`src/rtl/qtcore_scan_pkg.sv`:
```
// Shared definitions for the scan chain driver: FSM state encoding and
// load-size helper.
package qtcore_scan_pkg;

  typedef enum logic [1:0] {
    SCAN_IDLE  = 2'd0,
    SCAN_LOAD  = 2'd1,
    SCAN_SHIFT = 2'd2,
    SCAN_DONE  = 2'd3
  } scan_state_e;

  // Bytes needed to cover a chain of chain_len bits.
  function automatic int byte_cnt(input int chain_len);
    return (chain_len + 7) / 8;
  endfunction

endpackage

```
`src/rtl/scan_chain_driver_if.sv`:
```
// Byte streams between the host and the scan chain driver: configuration
// bytes in (wr_*) and captured readback bytes out (rd_*).
interface scan_chain_driver_if;
  logic [7:0] wr_data;
  logic       wr_valid;
  logic       wr_ready;
  logic [7:0] rd_data;
  logic       rd_valid;
  logic       rd_ready;

  modport master (
    output wr_data, wr_valid, rd_ready,
    input  wr_ready, rd_data, rd_valid
  );

  modport slave (
    input  wr_data, wr_valid, rd_ready,
    output wr_ready, rd_data, rd_valid
  );
endinterface

```
`src/rtl/scan_chain_driver_serdes.sv`:
```
// One byte of serialisation: parallel-in/serial-out for scan_in and
// serial-in/parallel-out capture of scan_out, over nbits_i active bits.
module scan_byte_serdes (
  input  logic       clk,
  input  logic       rst,
  input  logic       load_i,
  input  logic [7:0] data_i,
  input  logic [3:0] nbits_i,
  input  logic       shift_i,
  input  logic       sin_i,
  output logic       sout_o,
  output logic       last_o,
  output logic [7:0] cap_next_o
);
  logic [7:0] sh_q;
  logic [7:0] cap_q, cap_d;
  logic [3:0] cnt_q;
  logic [3:0] nbits_q;

  // Captured bit lands at the position equal to the number of bits already shifted.
  always_comb begin
    cap_d = cap_q;
    if (shift_i) cap_d = cap_q | (8'(sin_i) << cnt_q);
  end

  assign sout_o     = sh_q[0];
  assign last_o     = ((cnt_q + 4'd1) == nbits_q);
  assign cap_next_o = cap_d;

  always_ff @(posedge clk) begin
    if (!rst) begin
      sh_q    <= '0;
      cap_q   <= '0;
      cnt_q   <= '0;
      nbits_q <= '0;
    end else if (load_i) begin
      sh_q    <= data_i;
      cap_q   <= '0;
      cnt_q   <= '0;
      nbits_q <= nbits_i;
    end else if (shift_i) begin
      sh_q  <= sh_q >> 1;
      cap_q <= cap_d;
      cnt_q <= cnt_q + 4'd1;
    end
  end
endmodule

```
`src/rtl/scan_chain_driver.sv`:
```
// Host-side scan chain initiator: streams bytes into the chain LSB first,
// returns the bits shifted out, and gates processor enable during a load.
module scan_chain_driver
  import qtcore_scan_pkg::*;
#(
  parameter int CHAIN_LEN = 3
) (
  input  logic               clk,
  input  logic               rst,
  scan_chain_driver_if.slave bus,
  input  logic               start,
  output logic               busy,
  output logic               done,
  input  logic               proc_enable_req,
  output logic               proc_enable_out,
  output logic               scan_enable,
  output logic               scan_in,
  input  logic               scan_out
);
  localparam int BYTE_CNT = byte_cnt(CHAIN_LEN);
  localparam int RW = ($clog2(CHAIN_LEN + 1) < 4) ? 4 : $clog2(CHAIN_LEN + 1);
  localparam int IW = (BYTE_CNT > 1) ? $clog2(BYTE_CNT) : 1;

  scan_state_e   state_q, state_d;
  logic [RW-1:0] bits_rem_q, bits_rem_d;
  logic [IW-1:0] byte_idx_q, byte_idx_d;
  logic          rd_valid_q, rd_valid_d;
  logic [7:0]    rd_data_q, rd_data_d;

  logic       wr_ready;
  logic       load;
  logic       shift;
  logic       last;
  logic       sout;
  logic [3:0] nbits;
  logic [7:0] cap_next;

  assign nbits = (bits_rem_q >= RW'(8)) ? 4'd8 : bits_rem_q[3:0];

  always_comb begin
    state_d    = state_q;
    bits_rem_d = bits_rem_q;
    byte_idx_d = byte_idx_q;
    rd_valid_d = rd_valid_q;
    rd_data_d  = rd_data_q;
    wr_ready   = 1'b0;
    load       = 1'b0;
    shift      = 1'b0;

    if (rd_valid_q && bus.rd_ready) rd_valid_d = 1'b0;

    unique case (state_q)
      SCAN_IDLE: begin
        if (start && !rd_valid_q) begin
          state_d    = SCAN_LOAD;
          bits_rem_d = RW'(CHAIN_LEN);
          byte_idx_d = '0;
        end
      end
      SCAN_LOAD: begin
        // Only take a new byte once its readback slot is guaranteed free.
        wr_ready = !rd_valid_q || bus.rd_ready;
        if (bus.wr_valid && wr_ready) begin
          load       = 1'b1;
          bits_rem_d = bits_rem_q - RW'(nbits);
          state_d    = SCAN_SHIFT;
        end
      end
      SCAN_SHIFT: begin
        shift = 1'b1;
        if (last) begin
          rd_data_d  = cap_next;
          rd_valid_d = 1'b1;
          byte_idx_d = byte_idx_q + IW'(1);
          state_d    = (byte_idx_q == IW'(BYTE_CNT - 1)) ? SCAN_DONE : SCAN_LOAD;
        end
      end
      SCAN_DONE: state_d = SCAN_IDLE;
      default:   state_d = SCAN_IDLE;
    endcase
  end

  always_ff @(posedge clk) begin
    if (!rst) begin
      state_q    <= SCAN_IDLE;
      bits_rem_q <= '0;
      byte_idx_q <= '0;
      rd_valid_q <= 1'b0;
      rd_data_q  <= '0;
    end else begin
      state_q    <= state_d;
      bits_rem_q <= bits_rem_d;
      byte_idx_q <= byte_idx_d;
      rd_valid_q <= rd_valid_d;
      rd_data_q  <= rd_data_d;
    end
  end

  scan_byte_serdes u_serdes (
    .clk        (clk),
    .rst        (rst),
    .load_i     (load),
    .data_i     (bus.wr_data),
    .nbits_i    (nbits),
    .shift_i    (shift),
    .sin_i      (scan_out),
    .sout_o     (sout),
    .last_o     (last),
    .cap_next_o (cap_next)
  );

  assign bus.wr_ready    = wr_ready;
  assign bus.rd_valid    = rd_valid_q;
  assign bus.rd_data     = rd_data_q;
  assign busy            = (state_q != SCAN_IDLE);
  assign done            = (state_q == SCAN_DONE);
  assign scan_enable     = shift;
  assign scan_in         = shift & sout;
  assign proc_enable_out = proc_enable_req & (state_q == SCAN_IDLE);
endmodule
```
`src/flat_wrapper.sv`:
```
// flat-port wrapper written by rule: the top's interface ports become plain ports
module scan_chain_driver_flat import qtcore_scan_pkg::*;
#(
  parameter int CHAIN_LEN = 3
)
  (clk, rst, start, busy, done, proc_enable_req, proc_enable_out, scan_enable, scan_in, scan_out, bus_wr_data, bus_wr_valid, bus_rd_ready, bus_wr_ready, bus_rd_data, bus_rd_valid);
  scan_chain_driver_if bus_i ();
  input  logic clk;
  input  logic rst;
  input  logic start;
  output logic busy;
  output logic done;
  input  logic proc_enable_req;
  output logic proc_enable_out;
  output logic scan_enable;
  output logic scan_in;
  input  logic scan_out;
  input wire logic [$bits(bus_i.wr_data)-1:0] bus_wr_data;
  input wire logic [$bits(bus_i.wr_valid)-1:0] bus_wr_valid;
  input wire logic [$bits(bus_i.rd_ready)-1:0] bus_rd_ready;
  output wire logic [$bits(bus_i.wr_ready)-1:0] bus_wr_ready;
  output wire logic [$bits(bus_i.rd_data)-1:0] bus_rd_data;
  output wire logic [$bits(bus_i.rd_valid)-1:0] bus_rd_valid;
  assign bus_i.wr_data = bus_wr_data;
  assign bus_i.wr_valid = bus_wr_valid;
  assign bus_i.rd_ready = bus_rd_ready;
  assign bus_wr_ready = bus_i.wr_ready;
  assign bus_rd_data = bus_i.rd_data;
  assign bus_rd_valid = bus_i.rd_valid;
  scan_chain_driver #(.CHAIN_LEN(CHAIN_LEN)) u_core (.clk(clk), .rst(rst), .bus(bus_i), .start(start), .busy(busy), .done(done), .proc_enable_req(proc_enable_req), .proc_enable_out(proc_enable_out), .scan_enable(scan_enable), .scan_in(scan_in), .scan_out(scan_out));
endmodule
```
`config.mk`:
```
export PLATFORM = sky130hd
export DESIGN_NAME = scan_chain_driver_flat
export DESIGN_NICKNAME = d
export VERILOG_FILES = /design/src/rtl/qtcore_scan_pkg.sv /design/src/rtl/scan_chain_driver_if.sv /design/src/rtl/scan_chain_driver_serdes.sv /design/src/rtl/scan_chain_driver.sv /design/src/flat_wrapper.sv
export SDC_FILE = /design/constraint.sdc
export NUM_CORES = 1
export LEC_CHECK = 0
export ABC_AREA = 1
export CAP_MARGIN = 10
export CELL_PAD_IN_SITES_DETAIL_PLACEMENT = 2
export CELL_PAD_IN_SITES_GLOBAL_PLACEMENT = 2
export CORE_MARGIN = 4
export CORE_UTILIZATION = 28
export CTS_BUF_LIST = sky130_fd_sc_hd__clkbuf_4 sky130_fd_sc_hd__clkbuf_8 sky130_fd_sc_hd__clkbuf_16
export DETAILED_ROUTE_END_ITERATION = 8
export PLACE_DENSITY = 0.84
export SYNTH_ARGS = -nofsm -noshare
export SYNTH_HDL_FRONTEND = slang
export SYNTH_SLANG_ARGS = --single-unit
```
`constraint.sdc`:
```
create_clock -name clk -period 1.6 [get_ports clk]
set_input_delay 0.48 -clock clk [delete_from_list [all_inputs] [get_ports clk]]
set_output_delay 0.48 -clock clk [all_outputs]
set_load 0.005 [all_outputs]
```
==> results.cfg <==
[cts]
clkSinkCount = 40
cts.hold.buffers_added = 0
cts_tree = done
clock_path_buffers = 2
cts_made_buffers = 5
clk_pin_slew_worst_paths_ps = 100
clock_latency_ps = 330
htree_levels = 2
cts-root-buf = clkbuf_8

[sta]
rsz0062_at_grt = yes
finalHoldViolations = 0
period_share = 1.10
period_minus_slack_ps = 1750
finalClockSkew_ps = 7.76
maxClockFrequency_mhz = 570
drv_slew = 0
setup_viol = 21
worst_slack_ps = -154
whs_ps = 487

[logic_synthesis]
syn-num-nets = 273
ys.flop_type = dfxtp_1
ys_ff_latch = 40
ys_types = 35
synth_cells = 256
synth_area_per_cell_um2 = 7.70
synthArstFlopShare = 0
synth_seq_area_share = 0.406
syn_area_um2 = 1970
yosys_warnings = 0
synth-edff-count = 0

[worst_setup_path]
critPathMaxStageDelay_ps = 370
r2r_start = u_core.u_serdes.cnt_q[0]
critical_path_class = flop to flop
rrSetupSlack_ps = -150
startpoint = u_core.u_serdes.cnt_q[0]
crit_chain = ha_4, xnor2_2, nand2_2, nor2_8, buf_6, nand2_1, nand2_1, a31oi_1
slowest_stage = dfxtp_4
worstSetupStartpointType = flop
path_buf_inv = 1
critPathTopFamily = simple AND/OR/NAND/NOR gates
reg2reg_to = u_core.state_q[1]
arrival_ps = 1960
crit_path_frequent_cell = nand2_1
cp-end-kind = flop
rr_worst_depth = 8
worstPathMaxFanout = 6
crit_required_ps = 1800

[power]
power_density_nw_per_um2 = 859
p_leak_uw = 0.00129
peakVddDrop_v = 0.000573

[drt]
first_pass_iters = 6
drc = 0
avgRoutedWirePerCell_um = 23.8
wl_um = 10300
vias = 2157
vias_per_cell = 4.98
drt_iter0_markers = 111
ant_nets = 0

[global_routing]
grt_pass1_wl_um = 13200
grt_max_degree = 23
grt_usage = 0.203
overflow = 0
antenna_found_initial = 0
grt_pass1_vias = 2364

[hold_path]
hold_path.startpoint = u_core.u_serdes.sh_q[7]
hold-path-cell-count = 2
whs_endpoint = u_core.u_serdes.sh_q[7]
min_path_type = flop to flop

[floorplanning]
core_um2 = 6830
dieWidth_um = 91.9
start_util = 0.289
floorplan.die_area_um2 = 8450
row_count = 30
die_y_um = 91.9
io-pin-count = 30

[outcome]
violations = setup timing
outcome = finished with violations

[cells_and_area]
num_antenna_cells = 0
drive_above_1_share = 0.409
nets = 353
post-route-util = 0.447
areaGrowthSynthToFinish_pct = 54.9

[placed_design]
pre_cts_ws_ps = -561
routabilityCongestion = 0.728
portBuffers = 29
hpwl_um = 4480

[run]
maxCapViolations = 0
==> flip-flops by register name, indices dropped and copies added (netlist names) <==
name                     count
u_core.byte_idx_q            1
u_core.u_serdes.cap_q        8
u_core.bits_rem_q            4
u_core.bus.rd_data           8
u_core.u_serdes.cnt_q        4
u_core.bus.rd_valid          1
u_core.u_serdes.nbits_q      4
u_core.u_serdes.sh_q         8
u_core.state_q               2
==> worst reg2reg max path: cells and delay by family, from the launching register on <==
kind	cells	cell delay, ps
compound gates	1	110
simple gates	4	560
fa+ha+maj	1	260
xor+xnor	1	180
flops	1	370
buf+inv	1	150
==> report_power, final <==
group / switching [uW] / internal, uW / leakage (uW) / total [uW]
clock: 467 / 471 / 0.0000583 / 939
combinational: 340 / 270 / 0.000900 / 610
sequential: 42.1 / 1030 / 0.000328 / 1080
==> what timing repair did <==
item | 4_1_cts | 5_1_grt
gates resized for setup | 53 | 55
cloned | 0 | 1
buffers inserted | 7 | 17
endpoints found under the setup margin | 42 | 39
pin swaps | 8 | 19
endpoints found under the hold margin | 0 | 0
==> cells in the final DEF (no fill, tap or decap), drive strengths merged, types with 2 or more instances in the layout <==
| cell type | n |
|---|---|
| a21oi | 14 |
| a31oi | 9 |
| buf | 57 |
| clkbuf | 7 |
| clkdlybuf4s50 | 11 |
| clkinv | 4 |
| dfxtp | 40 |
| dlygate4sd2 | 10 |
| ha | 2 |
| inv | 35 |
| nand2 | 68 |
| nand3 | 17 |
| nand4 | 8 |
| nor2 | 29 |
| nor3 | 4 |
| o21ai | 8 |
| o21bai | 5 |
==> stage by stage <==
| stage | TNS (ps) | area (um^2) | power, uW | std cells |
|---|---|---|---|---|
| 5_1_grt | -2790 | 3060 | 2700 | 433 |
| 3_3_place_gp | -8680 | 2540 | 1480 | 402 |
| 3_5_place_dp | -10190 | 2540 | 1500 | 402 |
| 2_1_floorplan | 0 | 1970 | 1300 | 256 |
| 6_report | -1400 | 3060 | 2630 | 433 |
| 4_1_cts | -190 | 2730 | 2430 | 417 |
==> cell usage after synthesis (3+ instances only) <==
cell type / number / area, um^2
nand4_1: 8 / 50.1
nor3_2: 3 / 30.0
dfxtp_1: 40 / 801
nor2_1: 24 / 90.1
nand3_1: 9 / 45.0
inv_1: 31 / 116
a21oi_1: 13 / 65.1
a31oi_1: 9 / 56.3
o21bai_1: 5 / 37.5
nand2_1: 61 / 229
nand2_2: 7 / 43.8
buf_6: 5 / 56.3
nand3_2: 6 / 60.1
o21ai_0: 7 / 35.0
==> cell families (layout without fill, tap and decap cells) <==
kind of cell	count (synthesis)	in the layout	share of synthesized area
buffers and inverters	46	127	0.116
xor gates and xnor gates	1	1	0.00444
and+or+nand+nor	128	128	0.341
other	1	1	0.00190
DFF	40	40	0.406
adders and majority gates	2	2	0.0127
AOI/OAI and AO/OA	38	38	0.117
==> layer usage <==
metal / vias up / track usage / routed length, um / part of all wire
met5: - / 0 / 0 / 0
li1: 985 / - / - / -
met3: 27 / 0.0369 / 358 / 0.035
met1: 1074 / 0.225 / 4110 / 0.40
met2: 71 / 0.368 / 5460 / 0.53
met4: 0 / 0.103 / 376 / 0.036
==> layout make-up <==
| cell class | instances | area, um^2 |
|---|---|---|
| Clock inverter | 3 | 47.5 |
| Sequential cell | 40 | 816 |
| Clock buffer | 5 | 68.8 |
| Fill cell | 757 | 3780 |
| Multi-Input combinational cell | 170 | 1100 |
| Timing Repair Buffer | 82 | 744 |
| Tap cell | 96 | 120 |
| Inverter | 37 | 154 |
==> worst max-delay path by stage <==
| stage | to | slack (ps) | cells after the start |
|---|---|---|---|
| floorplan | u_core.bus.rd_data[1] | 60 | 8 |
| global placement | bus_wr_ready | -560 | 5 |
| detailed placement | bus_wr_ready | -560 | 5 |
| CTS | bus_wr_ready | -80 | 6 |
| global route | u_core.u_serdes.sh_q[0] | -230 | 8 |
| finish | u_core.state_q[1] | -150 | 8 |
(Power assumes the default switching activity.)
